--- config.mk ---
export PLATFORM = sky130hd
export DESIGN_NAME = inst_fetch_unit
export DESIGN_NICKNAME = d
export VERILOG_FILES = /design/src/rtl/ifu_pkg.sv /design/src/rtl/fetch_fifo.sv /design/src/rtl/inst_fetch_unit.sv
export SDC_FILE = /design/constraint.sdc
export NUM_CORES = 1
export LEC_CHECK = 0
export CELL_PAD_IN_SITES_DETAIL_PLACEMENT = 0
export CELL_PAD_IN_SITES_GLOBAL_PLACEMENT = 2
export CORE_MARGIN = 1
export CORE_UTILIZATION = 36
export DETAILED_ROUTE_END_ITERATION = 6
export PLACE_DENSITY = 0.8
export SLEW_MARGIN = 20
export SYNTH_ARGS = -nofsm -noshare
export SYNTH_HDL_FRONTEND = slang
export SYNTH_SLANG_ARGS = --single-unit
--- constraint.sdc ---
create_clock -name clk -period 9.1 [get_ports clk]
set_input_delay 1.365 -clock clk [delete_from_list [all_inputs] [get_ports clk]]
set_output_delay 1.365 -clock clk [all_outputs]
set_load 0.01 [all_outputs]
--- src/rtl/ifu_pkg.sv ---
// Shared types for the instruction fetch unit: FSM state, reset PC default
// and the prefetch FIFO entry layout.
package ifu_pkg;

    // Width of the PC and instruction fields carried by a prefetch entry.
    localparam int unsigned IFU_XLEN = 32;

    // Word index fetched first after reset unless overridden.
    localparam int unsigned IFU_RESET_PC = 0;

    typedef enum logic [0:0] {
        StRun  = 1'b0,
        StDone = 1'b1
    } ifu_state_e;

    typedef struct packed {
        logic [IFU_XLEN-1:0] pc;
        logic [IFU_XLEN-1:0] inst;
    } fetch_entry_t;

endpackage

--- src/rtl/fetch_fifo.sv ---
// Small synchronous FIFO for prefetched instructions. Push, pop and flush are
// sampled on the rising edge; flush wins over both. Pointers wrap naturally.
module fetch_fifo #(
    parameter int unsigned DEPTH = 2,
    parameter int unsigned WIDTH = 64
) (
    input  logic                     clk,
    input  logic                     rst,
    input  logic                     push,
    input  logic                     pop,
    input  logic                     flush,
    input  logic [WIDTH-1:0]         wdata,
    output logic [WIDTH-1:0]         rdata,
    output logic                     empty,
    output logic                     full,
    output logic [$clog2(DEPTH):0]   count
);

    localparam int unsigned PTR_W = $clog2(DEPTH);

    logic [WIDTH-1:0] mem_q [DEPTH];
    logic [PTR_W-1:0] wr_ptr_q;
    logic [PTR_W-1:0] rd_ptr_q;
    logic [PTR_W:0]   count_q;
    logic             push_ok;
    logic             pop_ok;

    assign empty   = (count_q == '0);
    assign full    = (count_q == (PTR_W + 1)'(DEPTH));
    assign count   = count_q;
    assign rdata   = mem_q[rd_ptr_q];
    // A push into a full FIFO is only legal when the head leaves the same cycle.
    assign push_ok = push && (!full || pop);
    assign pop_ok  = pop && !empty;

    // Pointer and occupancy bookkeeping.
    always_ff @(posedge clk or posedge rst) begin
        if (rst) begin
            wr_ptr_q <= '0;
            rd_ptr_q <= '0;
            count_q  <= '0;
        end else if (flush) begin
            wr_ptr_q <= '0;
            rd_ptr_q <= '0;
            count_q  <= '0;
        end else begin
            if (push_ok) wr_ptr_q <= wr_ptr_q + 1'b1;
            if (pop_ok)  rd_ptr_q <= rd_ptr_q + 1'b1;
            case ({push_ok, pop_ok})
                2'b10:   count_q <= count_q + 1'b1;
                2'b01:   count_q <= count_q - 1'b1;
                default: count_q <= count_q;
            endcase
        end
    end

    // Entry storage; contents past the pointers are don't-care.
    always_ff @(posedge clk) begin
        if (push_ok && !flush) mem_q[wr_ptr_q] <= wdata;
    end

endmodule

--- src/rtl/inst_fetch_unit.sv ---
// Instruction fetch unit: owns the PC, reads the asynchronous instruction
// memory, prefetches into fetch_fifo and hands instructions to decode over a
// valid/ready handshake. Redirects flush the prefetch queue.
// Optional statistics counters are enabled with the macro IFU_STATS_EN.
module inst_fetch_unit
    import ifu_pkg::*;
#(
    // Entry layout in ifu_pkg fixes the PC/instruction width at IFU_XLEN.
    parameter int unsigned DATA_WIDTH = IFU_XLEN,
    parameter int unsigned ADDR_WIDTH = 5,
    parameter int unsigned RESET_PC   = IFU_RESET_PC,
    parameter int unsigned FIFO_DEPTH = 2
) (
    input  logic                  clk,
    input  logic                  rst,
    output logic [DATA_WIDTH-1:0] imem_addr,
    input  logic [DATA_WIDTH-1:0] imem_data,
    input  logic                  redirect_valid,
    input  logic [DATA_WIDTH-1:0] redirect_pc,
    output logic                  inst_valid,
    input  logic                  inst_ready,
    output logic [DATA_WIDTH-1:0] inst_out,
    output logic [DATA_WIDTH-1:0] inst_pc,
    output logic                  fetch_done
`ifdef IFU_STATS_EN
    ,
    output logic [31:0]           fetch_count,
    output logic [31:0]           stall_count
`endif
);

    localparam int unsigned CNT_W = $clog2(FIFO_DEPTH) + 1;
    localparam logic [DATA_WIDTH-1:0] MEM_WORDS = DATA_WIDTH'(64'd1 << ADDR_WIDTH);
    localparam logic [DATA_WIDTH-1:0] LAST_PC   = MEM_WORDS - 1'b1;

    ifu_state_e        state_q;
    logic [DATA_WIDTH-1:0] pc_q;
    fetch_entry_t      push_entry;
    fetch_entry_t      head_entry;
    fetch_entry_t      held_q;
    logic              fifo_empty;
    logic              fifo_full;
    logic [CNT_W-1:0]  fifo_count;
    logic              pop_req;
    logic              push_req;
    logic              fifo_push;
    logic              fifo_pop;

    // Handshake and priority decode: a redirect suppresses both push and pop.
    always_comb begin
        pop_req         = inst_valid && inst_ready;
        push_req        = (state_q == StRun) &&
                          ((fifo_count < CNT_W'(FIFO_DEPTH)) || pop_req);
        fifo_pop        = pop_req && !redirect_valid;
        fifo_push       = push_req && !redirect_valid;
        push_entry.pc   = pc_q;
        push_entry.inst = imem_data;
    end

    fetch_fifo #(
        .DEPTH (FIFO_DEPTH),
        .WIDTH ($bits(fetch_entry_t))
    ) u_fifo (
        .clk   (clk),
        .rst   (rst),
        .push  (fifo_push),
        .pop   (fifo_pop),
        .flush (redirect_valid),
        .wdata (push_entry),
        .rdata (head_entry),
        .empty (fifo_empty),
        .full  (fifo_full),
        .count (fifo_count)
    );

    // PC and RUN/DONE state; the push of the last word ends fetching.
    always_ff @(posedge clk or posedge rst) begin
        if (rst) begin
            pc_q    <= DATA_WIDTH'(RESET_PC);
            state_q <= StRun;
        end else if (redirect_valid) begin
            pc_q    <= redirect_pc;
            state_q <= (redirect_pc >= MEM_WORDS) ? StDone : StRun;
        end else if (fifo_push) begin
            pc_q <= pc_q + 1'b1;
            if (pc_q == LAST_PC) state_q <= StDone;
        end
    end

    // Remember the visible head so outputs hold it once the FIFO drains.
    always_ff @(posedge clk or posedge rst) begin
        if (rst) begin
            held_q <= '0;
        end else if (!fifo_empty) begin
            held_q <= head_entry;
        end
    end

    assign imem_addr  = pc_q;
    assign inst_valid = !fifo_empty;
    assign inst_out   = fifo_empty ? held_q.inst : head_entry.inst;
    assign inst_pc    = fifo_empty ? held_q.pc : head_entry.pc;
    assign fetch_done = (state_q == StDone);

`ifdef IFU_STATS_EN
    logic [31:0] fetch_count_q;
    logic [31:0] stall_count_q;
    logic        stall_cond;

    assign stall_cond = (state_q == StRun) && fifo_full && !pop_req;

    // Saturating push and stall counters, cleared by a redirect.
    always_ff @(posedge clk or posedge rst) begin
        if (rst) begin
            fetch_count_q <= '0;
            stall_count_q <= '0;
        end else if (redirect_valid) begin
            fetch_count_q <= '0;
            stall_count_q <= '0;
        end else begin
            if (fifo_push && (fetch_count_q != '1)) fetch_count_q <= fetch_count_q + 1'b1;
            if (stall_cond && (stall_count_q != '1)) stall_count_q <= stall_count_q + 1'b1;
        end
    end

    assign fetch_count = fetch_count_q;
    assign stall_count = stall_count_q;
`endif

endmodule
**After elaboration in Yosys (flattened, before gate mapping)**

Memory sizes are Yosys's and may differ from the RTL's.
Cells that the tools add are included.

- Equality and inequality tests: 4
- Magnitude comparators: 2
- Reductions and logical operators: 19
- $add $sub $neg: 5
- Bitwise logic cells: 1
- Mux-type cells: 16

Operators by type and width:

| cell | count |
|---|---|
| 32-bit two-way mux | 4 |
| 32-bit by 1-bit adder with 32-bit output, second input constant | 1 |
| 32-bit by 5-bit == test with 1-bit output, second input constant | 1 |
| 32-bit by 6-bit greater-or-equal comparator with 1-bit output, second input constant | 1 |
| 1-bit two-way mux | 10 |
| 2-bit nonzero test | 4 |
| 1-bit logical AND | 7 |
| 2-bit == test, second input constant | 2 |
| 2-bit one-hot mux with 2 select lines | 1 |
| 1-bit zero test | 3 |
| 3-bit nonzero test | 1 |
| 1-bit adder, second input constant | 2 |
| 2-bit by 1-bit adder with 2-bit output, second input constant | 1 |
| 2-bit by 1-bit == test with 1-bit output, second input constant | 1 |
| 2-bit zero test | 1 |
| 1-bit logical OR | 2 |
| 2-bit < comparator, second input constant | 1 |
| 2-bit two-way mux | 1 |
| 2-bit AND reduction | 1 |
| 2-bit by 1-bit subtractor with 2-bit output, second input constant | 1 |
| 1-bit inverter | 1 |

- Bits in registers: 101
- Bits in writable memories: 128
- Word-level logic and storage cells: 55
- Memories kept: 1

Memory list:

| memory | depth | bits a word | rd ports | clocked after Yosys merged registers in | wr ports | RTL line | text |
|---|---|---|---|---|---|---|---|
| u_fifo.mem_q | 2 | 64 | 1 | 0 | 1 | fetch_fifo.sv:21 | `logic [WIDTH-1:0] mem_q [DEPTH];` |

**Logic depth before layout (Yosys ltp)**

Gate-level depths: netlist of run 1.

- Word-level depth: 10
- Gate-level depth with buffers: 7
- Mapped depth without buffers: 6

**By module**

From an unflattened synthesis of run 1, not the netlist that was laid out.

- Cells, all modules: 653
- Area total of the unflattened synthesis: 9610.5 um^2

By module, submodules not included:

| module | seq. area each (um^2) | cells an instance | instances | area each (um^2) |
|---|---|---|---|---|
| fetch_fifo | 3943.8 | 229 | 1 | 4859.7 |
| inst_fetch_unit | 2427.3 | 424 | 1 | 4750.8 |

**Worst setup path after synthesis of run 1**

No wires, ideal clock.

- Path kind: input to register
- Start: input redirect_valid
- End: memory u_fifo.mem_q[1][0], enable pin
- Arrival: 8411 ps
- Buffers on the path: 2
- Path slack: 23 ps
- Stages on the path: 3
- Path through: clkbuf_1 -> clkbuf_1 -> nor4b_1

- Word-level cells in the longest chain between the ends: 7
- Elaborated cells on any way between the ends: 8

RTL lines:

| what | RTL line | text |
|---|---|---|
| from (decl) | inst_fetch_unit.sv:18 | `input logic redirect_valid,` |
| 1-bit zero test (*) | fetch_fifo.sv:59, inst_fetch_unit.sv:54, inst_fetch_unit.sv:55 |  |
| 1-bit logical AND | inst_fetch_unit.sv:54 | `fifo_pop = pop_req && !redirect_valid;` |
| 1-bit logical OR | fetch_fifo.sv:33 | `assign push_ok = push && (!full \|\| pop);` |
| 1-bit logical AND | fetch_fifo.sv:33 |  |
| 1-bit logical AND (*) | fetch_fifo.sv:59 | `if (push_ok && !flush) mem_q[wr_ptr_q] <= wdata;` |
| 1-bit two-way mux (*) | fetch_fifo.sv:59 |  |
| 1-bit two-way mux (not written as such) (*) | fetch_fifo.sv:59 |  |
| to (decl) | fetch_fifo.sv:21 |  |

Every way passes the cells marked *; elsewhere a longest branch is shown, timed or not.

**Worst setup path after layout of run 1**

- Start: register u_fifo.count_q[1], in the netlist u_fifo.count[1]
- End: output inst_pc[13]

- Word-level cells in the longest chain between the ends: 2

RTL lines:

| what | RTL line | text |
|---|---|---|
| from (decl) | fetch_fifo.sv:24 | `logic [PTR_W:0] count_q;` |
| from (signal assigned) | fetch_fifo.sv:50 | `2'b10: count_q <= count_q + 1'b1;` |
| from (signal assigned) | fetch_fifo.sv:51 | `2'b01: count_q <= count_q - 1'b1;` |
| from (signal assigned) | fetch_fifo.sv:52 | `default: count_q <= count_q;` |
| 2-bit zero test | fetch_fifo.sv:28 | `assign empty = (count_q == '0);` |
| 32-bit two-way mux | inst_fetch_unit.sv:102 | `assign inst_pc = fifo_empty ? held_q.pc : head_entry.pc;` |
| to (decl) | inst_fetch_unit.sv:23 | `output logic [DATA_WIDTH-1:0] inst_pc,` |

No other way between the ends.

==> results.py, run 1 <==
metrics = {
    "outcome": {
        "status": "complete, no violations",
    },
    "grt": {
        "first_global_vias": 5856,
        "grt_max_degree": 76,
        "overflow": 0,
        "grt_pass1_wl_mm": 31.9,
        "grt_antenna_before_repair": 0,
        "grt_usage_pct": 15.9,
    },
    "setup_path": {
        "cp_slowest_stage_delay_ns": 0.69,
        "startpoint_type": "flip-flop",
        "reg2reg_from": "fetch_done$_DFFE_PP0P_",
        "worstPathRequired_ns": 7.74,
        "path_class": "flip-flop to output port",
        "cp_top_family": "buffers and inverters",
        "cp_cell_sequence": "or2_4 > buf_4 > nor2_1 > a21oi_1 > clkdlybuf4s50_1",
        "crit_path_max_fanout": 75,
        "crit_end": "inst_pc[13]",
        "ff2ff_path_depth": 2,
        "crit_cells": 5,
        "cp_num_buf_inv": 2,
        "critPathSlowestCell": "buf_4",
        "r2r-end": "u_fifo.mem_q[1][23]$_DFFE_PP_",
        "crit_start": "u_fifo.count[1]$_DFFE_PP0P_",
        "crit_path_end_kind": "output port",
        "r2r_setup_slack_ns": 6.38,
        "arrival_ns": 3.24,
    },
    "drt": {
        "routed_wl_mm": 19.9,
        "drtIter0Drc": 379,
        "ant_nets": 0,
        "via_count": 5607,
        "via_per_inst": 4.82,
        "drc": 0,
        "firstDrtPassIters": 4,
        "wl_per_cell_um": 17.1,
    },
    "cts": {
        "cts.sinks": 229,
        "cts_tree": "done",
        "cts_setup_buffers": 0,
        "clk_path_buf_depth": 3,
        "numCtsBuffers": 26,
        "clockRootBuffer": "clkbuf_16",
        "postCtsHoldBufs": 0,
        "path_clk_slew_ns": 0.06,
        "postCtsResizedCells": 0,
        "clkLatencyLatePin_ns": 0.52,
        "cts_htree_levels": 1,
    },
    "synth": {
        "synth-seq-cells": 229,
        "synth_cell_types": 38,
        "seq_area_frac_synth_pct": 71.2,
        "async_flop_share_pct": 44.1,
        "ys.flop_type": "edfxtp_1",
        "synthesis.area_sq_mm": 0.00895,
        "synth_edf_count": 128,
        "synth_top_area_share_pct": 43.0,
        "synth_area_leader_cell": "edfxtp_1",
        "syn_nets": 724,
        "yosys-top-cells-area": "edfxtp_1, dfrtp_1, mux2i_1",
        "yosys_warnings": 0,
        "synthCells": 655,
        "syn_area_per_cell_sq_um": 13.7,
    },
    "placement": {
        "place_hpwl_mm": 13.1,
        "dp.cells": 1114,
        "routabilityCongestion": 0.751,
        "io_buffers": 165,
        "pre_cts_ws_ns": 4.89,
    },
    "power": {
        "p_per_area_mw_per_mm2": 202,
        "leakage_nw": 4.08,
        "power_mw": 2.38,
        "vdd_ir_drop_max_mv": 0.118,
    },
    "die": {
        "ioPinCount": 166,
        "num_rows": 57,
        "die_w_um": 160,
        "dieArea_sq_mm": 0.0255,
        "core_area_sq_mm": 0.0243,
        "die_h_um": 160,
        "start_util_pct": 36.8,
    },
    "timing": {
        "worstMarginPinSlew_ns": 1.00,
        "clock.fmax_ghz": 0.217,
        "grt_setup_unrepaired": "false",
        "setup_viol": 0,
        "post-route-period-util_pct": 50.6,
        "maxSlewViolCount": 0,
        "fin_ws_ns": 4.50,
        "finClkSkew_ns": 0.0170,
        "period_needed_ns": 4.60,
        "setup_tns_ns": 0,
        "max_slew_margin_pct": 32.6,
        "hold_viol_final": 0,
    },
    "job": {
        "maxCapViolations": 0,
    },
    "final_layout": {
        "seq_area_sq_mm": 0.00637,
        "fillers": 2155,
        "multiInputGateArea_sq_mm": 0.00242,
        "fin_nets": 888,
        "drive_gt1_share_pct": 7.27,
        "final_cell_mix": "clkdlybuf4s50_1, edfxtp_1, dfrtp_1, nor2_1",
        "final_common_cell": "clkdlybuf4s50_1",
        "area_growth_pct": 31.4,
        "antenna_cells": 0,
        "fin_cells": 1163,
    },
    "hold_path": {
        "min_from": "held_q[57]$_DFFE_PP0N_",
        "min_path_type": "flip-flop to flip-flop",
    },
}
[flip-flops by register name, indices dropped and copies added, names as in the netlist]
register         flops
fetch_done           1
u_fifo.rd_ptr_q      1
held_q              64
u_fifo.count         2
u_fifo.mem_q       128
u_fifo.wr_ptr_q      1
imem_addr           32
[worst reg2reg max path, stage by stage, from the launching register on]
cell and delay (ns):
dfrtp_1 0.65, nor4b_2 0.88, buf_4 0.76
[metrics by stage]
step | hold slack, ns | utilization, % | area (sq um)
after floorplan | 0.522 | - | 8950
after global placement | 0.533 | 44.8 | 10900
after detailed placement | 0.537 | 44.8 | 10900
after CTS | 0.547 | 48.2 | 11700
after global routing | 0.567 | 48.3 | 11800
final | 0.544 | 48.3 | 11800
[kinds of logic (layout without fill, tap and decap cells)]
logic type | Yosys count | after routing | share of synthesized area, %
xor+xnor | 33 | 33 | 3.23
fa+ha+maj | 1 | 1 | 0.140
simple gates | 186 | 186 | 10.4
flops | 229 | 229 | 71.2
compound gates | 100 | 100 | 5.73
buf+inv | 40 | 224 | 1.89
mux | 66 | 66 | 7.38
[synthesized netlist by cell type (7+ instances only)]
cell      number
nor3_1         7
dfrtp_1      101
clkbuf_1      24
o21ai_1       10
nand4_1       14
nor4_1        16
nand2_1       41
nand3_1       15
mux2i_1       66
xor2_1        18
o21ai_0       20
a21oi_1       66
xnor2_1       15
nor2_1        72
edfxtp_1     128
[how the worst min path moves through the flow]
| stage | depth (start not counted) | end |
|---|---|---|
| floorplan | 2 | u_fifo.count[0]$_DFFE_PP0P_ |
| global placement | 2 | held_q[42]$_DFFE_PP0N_ |
| detailed placement | 2 | held_q[57]$_DFFE_PP0N_ |
| CTS | 2 | held_q[57]$_DFFE_PP0N_ |
| global route | 2 | held_q[36]$_DFFE_PP0N_ |
| finish | 2 | held_q[57]$_DFFE_PP0N_ |
[area by class of cell]
cell class | count | area share (%)
Clock buffer | 37 | 6.23
Clock inverter | 11 | 0.809
Inverter | 5 | 0.181
Multi-Input combinational cell | 386 | 20.6
Sequential cell | 229 | 54.2
Tap cell | 324 | 3.45
Timing Repair Buffer | 171 | 14.5
[report_power, final]
group	leakage, nW	internal (mW)	switching [mW]
Clock	0.405	0.588	0.390
Sequential	2.37	1.14	0.0403
Combinational	1.31	0.121	0.0975
[per-layer routing]
layer	vias to the layer above	share of wire [%]	GRT usage, %
li1	2702	-	-
met1	2740	45	21.4
met2	138	49	26.5
met3	27	5.0	2.75
met4	0	1.5	4.20
met5	-	0	0
Note: power is estimated with default switching activity, not from simulation.
==> run 2: changes to the inputs <==
==> constraint.sdc (replaced) <==
create_clock -name clk -period 4.6 [get_ports clk]
set_input_delay 0.69 -clock clk [delete_from_list [all_inputs] [get_ports clk]]
set_output_delay 0.69 -clock clk [all_outputs]
set_load 0.01 [all_outputs]
==> results.py, run 2 (synthesized netlist as in run 1, its figures left out) <==
metrics = {
    "grt": {
        "grt_max_degree": 84,
        "grt_antenna_before_repair": 0,
        "overflow": 0,
        "first_global_vias": 5972,
        "grt_pass1_wl_mm": 33.1,
        "grt_usage_pct": 16.6,
    },
    "power": {
        "power_mw": 4.73,
        "switchingPower_mw": 1.05,
        "p_comb_share_pct": 9.2,
        "p_int_mw": 3.68,
        "vdd_ir_drop_max_mv": 0.232,
        "power_frac_seq_pct": 49.6,
        "leakage_nw": 4.10,
        "p_per_area_mw_per_mm2": 401,
        "p_clk_share_pct": 41.3,
        "netSwitchingFraction_pct": 22.1,
    },
    "timing": {
        "fin_ws_ns": 0.895,
        "post-route-period-util_pct": 80.5,
        "finClkSkew_ns": 0.0138,
        "worstMarginPinSlew_ns": 1.03,
        "period_needed_ns": 3.70,
        "setup_tns_ns": 0,
        "setup_viol": 0,
        "worst_hold_slack_ns": 0.436,
        "max_slew_margin_pct": 30.8,
        "hold_viol_final": 0,
        "clock.fmax_ghz": 0.270,
        "grt_setup_unrepaired": "false",
        "maxSlewViolCount": 0,
    },
    "placement": {
        "io_buffers": 165,
        "place_hpwl_mm": 13.7,
        "routabilityCongestion": 0.775,
        "place_area_sq_mm": 0.0110,
        "dp.cells": 1120,
        "pre_cts_ws_ns": 1.45,
    },
    "cts": {
        "clockRootBuffer": "clkbuf_16",
        "clkLatencyLatePin_ns": 0.52,
        "cts.sinks": 229,
        "cts_htree_levels": 1,
        "clk_path_buf_depth": 3,
        "postCtsHoldBufs": 0,
        "path_clk_slew_ns": 0.06,
        "numCtsBuffers": 25,
        "postCtsResizedCells": 0,
        "cts_setup_buffers": 0,
        "cts_tree": "done",
    },
    "die": {
        "die_h_um": 160,
        "core_area_sq_mm": 0.0243,
        "ioPinCount": 166,
        "num_rows": 57,
        "dieArea_sq_mm": 0.0255,
        "start_util_pct": 36.8,
        "die_w_um": 160,
    },
    "setup_path": {
        "crit_cells": 5,
        "crit_path_end_kind": "output port",
        "r2r-end": "imem_addr[31]$_DFFE_PP0P_",
        "worstPathRequired_ns": 3.91,
        "cp_num_buf_inv": 2,
        "cp_slowest_stage_delay_ns": 0.76,
        "crit_end": "inst_out[29]",
        "startpoint_type": "flip-flop",
        "ff2ff_path_depth": 5,
        "crit_start": "u_fifo.count[1]$_DFFE_PP0P_",
        "crit_path_max_fanout": 83,
        "arrival_ns": 3.01,
        "path_class": "flip-flop to output port",
        "r2r_setup_slack_ns": 2.11,
        "reg2reg_from": "imem_addr[7]$_DFFE_PP0P_",
        "cp_cell_sequence": "or2_4 > buf_4 > nor2_1 > a21oi_1 > clkdlybuf4s50_1",
        "critPathSlowestCell": "or2_4",
        "cp_top_family": "buffers and inverters",
    },
    "final_layout": {
        "largest_reg_flops": 128,
        "seq_area_sq_mm": 0.00637,
        "final_common_cell": "clkdlybuf4s50_1",
        "post-route-cell-area_sq_mm": 0.0118,
        "multiInputGateArea_sq_mm": 0.00244,
        "final_util_pct": 48.5,
        "fin_cells": 1166,
        "area_growth_pct": 31.7,
        "final_cell_mix": "clkdlybuf4s50_1, edfxtp_1, dfrtp_1, nor2_1",
        "drive_gt1_share_pct": 7.24,
        "fin_nets": 892,
        "antenna_cells": 0,
        "regMostFlops": "u_fifo.mem_q",
        "fillers": 2171,
    },
    "drt": {
        "ant_nets": 0,
        "drtIter0Drc": 289,
        "via_per_inst": 4.86,
        "drc": 0,
        "wl_per_cell_um": 17.8,
        "routed_wl_mm": 20.8,
        "firstDrtPassIters": 4,
        "via_count": 5670,
    },
    "hold_path": {
        "min_path_type": "input pin to flip-flop",
    },
    "job": {
        "maxCapViolations": 0,
    },
    "outcome": {
        "status": "complete, no violations",
    },
}
## run 2: cell count changes in the layout (fill, tap and decap cells not counted), moves of 2 or more
cell       before  now
buf_4           5   10
clkbuf_8        4    1
clkinv_1        2    5
bufinv_16       1    3
## run 2: worst min path at each step
stage,startpoint,endpoint,slack [ns],cells past startpoint
after global routing,redirect_valid,u_fifo.wr_ptr_q$_DFFE_PP0P_,0.43,2
after detailed placement,held_q[25]$_DFFE_PP0N_,held_q[25]$_DFFE_PP0N_,0.54,2
after CTS,redirect_valid,u_fifo.wr_ptr_q$_DFFE_PP0P_,0.42,2
after global placement,held_q[39]$_DFFE_PP0N_,held_q[39]$_DFFE_PP0N_,0.53,2
after floorplan,u_fifo.count[0]$_DFFE_PP0P_,u_fifo.count[0]$_DFFE_PP0P_,0.52,2
final,redirect_valid,u_fifo.wr_ptr_q$_DFFE_PP0P_,0.44,2
## run 2: layout make-up
type	count	share of cell area [%]
clock buffers	32	5.62
clock inverters	14	1.21
well taps	324	3.44
repair buffers	176	14.8
inverters	5	0.180
multi-input cells	386	20.7
flip-flops and latches	229	54.1
## run 2: metal layers
layer	track usage [%]	part of all wire, %	up-vias
li1	-	-	2715
met2	27.9	49	143
met4	5.81	2.5	0
met5	0	0	-
met1	22.0	45	2779
met3	2.23	4.1	33
## run 2: power by group through the flow
| stage | combinational, mW | sequential, mW | clock [mW] |
|---|---|---|---|
| finish | 0.433 | 2.34 | 1.95 |
| global route | 0.472 | 2.35 | 2.08 |
| CTS | 0.440 | 2.34 | 2.01 |
| detailed placement | 0.438 | 2.38 | 0 |
| global placement | 0.430 | 2.38 | 0 |
| floorplan | 0.160 | 2.36 | 0 |
==> run 3: changes to the inputs <==
==> constraint.sdc (replaced) <==
create_clock -name clk -period 3.7 [get_ports clk]
set_input_delay 0.555 -clock clk [delete_from_list [all_inputs] [get_ports clk]]
set_output_delay 0.555 -clock clk [all_outputs]
set_load 0.01 [all_outputs]
==> results.py, run 3 (synthesized netlist as in run 1, its figures left out) <==
metrics = {
    "timing": {
        "fin_ws_ns": 0.317,
        "clock.fmax_ghz": 0.296,
        "worstMarginPinSlew_ns": 1.04,
        "post-route-period-util_pct": 91.4,
        "grt_setup_unrepaired": "false",
        "maxSlewViolCount": 0,
        "finClkSkew_ns": 0.00907,
        "hold_viol_final": 0,
        "period_needed_ns": 3.38,
        "max_slew_margin_pct": 30.4,
        "worst_hold_slack_ns": 0.317,
        "setup_viol": 0,
    },
    "die": {
        "dieArea_sq_mm": 0.0255,
        "num_rows": 57,
        "core_area_sq_mm": 0.0243,
        "die_w_um": 160,
        "start_util_pct": 36.8,
        "ioPinCount": 166,
        "die_h_um": 160,
    },
    "placement": {
        "pre_cts_ws_ns": 0.846,
        "place_hpwl_mm": 13.3,
        "routabilityCongestion": 0.769,
        "io_buffers": 165,
    },
    "final_layout": {
        "regMostFlops": "u_fifo.mem_q",
        "antenna_cells": 0,
        "final_cell_mix": "clkdlybuf4s50_1, edfxtp_1, dfrtp_1, nor2_1",
        "largest_reg_flops": 128,
        "drive_gt1_share_pct": 7.13,
        "area_growth_pct": 31.5,
        "fin_nets": 892,
        "final_common_cell": "clkdlybuf4s50_1",
    },
    "drt": {
        "drtIter0Drc": 334,
        "ant_nets": 0,
        "drc": 0,
        "routed_wl_mm": 20.2,
        "via_count": 5613,
        "via_per_inst": 4.82,
        "wl_per_cell_um": 17.3,
        "firstDrtPassIters": 5,
    },
    "setup_path": {
        "crit_path_max_fanout": 72,
        "reg2reg_from": "imem_addr[7]$_DFFE_PP0P_",
        "crit_start": "u_fifo.count[1]$_DFFE_PP0P_",
        "arrival_ns": 2.83,
        "path_class": "flip-flop to output port",
        "r2r-end": "imem_addr[31]$_DFFE_PP0P_",
        "r2r_setup_slack_ns": 1.24,
        "startpoint_type": "flip-flop",
        "crit_path_end_kind": "output port",
        "ff2ff_path_depth": 5,
        "worstPathRequired_ns": 3.14,
    },
    "cts": {
        "cts.sinks": 229,
        "cts_setup_buffers": 0,
        "cts_tree": "done",
        "clockRootBuffer": "clkbuf_16",
        "clkLatencyLatePin_ns": 0.51,
        "path_clk_slew_ns": 0.06,
        "numCtsBuffers": 25,
        "postCtsHoldBufs": 0,
        "cts_htree_levels": 1,
        "clk_path_buf_depth": 3,
        "postCtsResizedCells": 0,
    },
    "grt": {
        "grt_antenna_before_repair": 0,
        "grt_pass1_wl_mm": 32.0,
        "first_global_vias": 5757,
        "grt_usage_pct": 16.0,
        "overflow": 0,
        "grt_max_degree": 73,
    },
    "power": {
        "netSwitchingFraction_pct": 22.6,
        "p_clk_share_pct": 39.2,
        "vdd_ir_drop_max_mv": 0.251,
        "p_int_mw": 4.40,
        "p_comb_share_pct": 9.6,
        "p_per_area_mw_per_mm2": 483,
        "power_frac_seq_pct": 51.3,
        "leakage_nw": 4.08,
        "switchingPower_mw": 1.29,
    },
    "hold_path": {
        "min_from": "redirect_valid",
        "hold_depth": 2,
        "min_path_type": "input pin to flip-flop",
        "hold_path_end": "u_fifo.wr_ptr_q$_DFFE_PP0P_",
    },
    "job": {
        "maxCapViolations": 0,
    },
    "outcome": {
        "status": "complete, no violations",
    },
}
## run 3: cell type report
cell class / instances / area [sq um]
multi-input cells: 386 / 2440
fillers: 2148 / 12600
inverters: 5 / 21.3
clock buffers: 36 / 687
flip-flops and latches: 229 / 6370
clock inverters: 9 / 48.8
well taps: 324 / 405
repair buffers: 176 / 1790
## run 3: stage by stage
stage / instances / TNS [ns] / utilization, % / cell area [sq um] / total power, mW
2_1_floorplan: 655 / -170.12 / - / 8960 / 3.14
3_3_place_gp: 1119 / 0 / 45.2 / 11000 / 3.50
3_5_place_dp: 1119 / 0 / 45.2 / 11000 / 3.51
4_1_cts: 1164 / 0 / 48.3 / 11700 / 5.76
5_1_grt: 1165 / 0 / 48.4 / 11800 / 5.91
6_report: 1165 / 0 / 48.4 / 11800 / 5.68
## run 3: power by group through the flow
| stage | Combinational [mW] | Clock [mW] | Sequential (mW) |
|---|---|---|---|
| finish | 0.544 | 2.23 | 2.91 |
| CTS | 0.549 | 2.29 | 2.91 |
| floorplan | 0.199 | 0 | 2.94 |
| detailed placement | 0.546 | 0 | 2.96 |
| global route | 0.593 | 2.39 | 2.93 |
| global placement | 0.539 | 0 | 2.96 |
## run 3: metal layers
| metal | up-vias | share of wire (%) | GRT usage, % |
|---|---|---|---|
| li1 | 2720 | - | - |
| met1 | 2731 | 46 | 21.6 |
| met2 | 141 | 48 | 26.7 |
| met3 | 21 | 4.9 | 2.81 |
| met4 | 0 | 1.3 | 4.37 |
| met5 | - | 0 | 0 |
## run 3: worst max-delay path, cell delays in order (launching register included)
cell and delay [ns]:
dfrtp_1 0.42, or2_4 0.66, buf_4 0.36, nor2_1 0.06, a21oi_1 0.19, clkdlybuf4s50_1 0.59
## run 3: how the worst max path moves through the flow
stage,endpoint
2_1_floorplan,u_fifo.mem_q[1][0]$_DFFE_PP_
4_1_cts,inst_out[5]
5_1_grt,inst_out[5]
6_report,inst_out[5]
3_3_place_gp,imem_addr[31]$_DFFE_PP0P_
3_5_place_dp,inst_out[5]
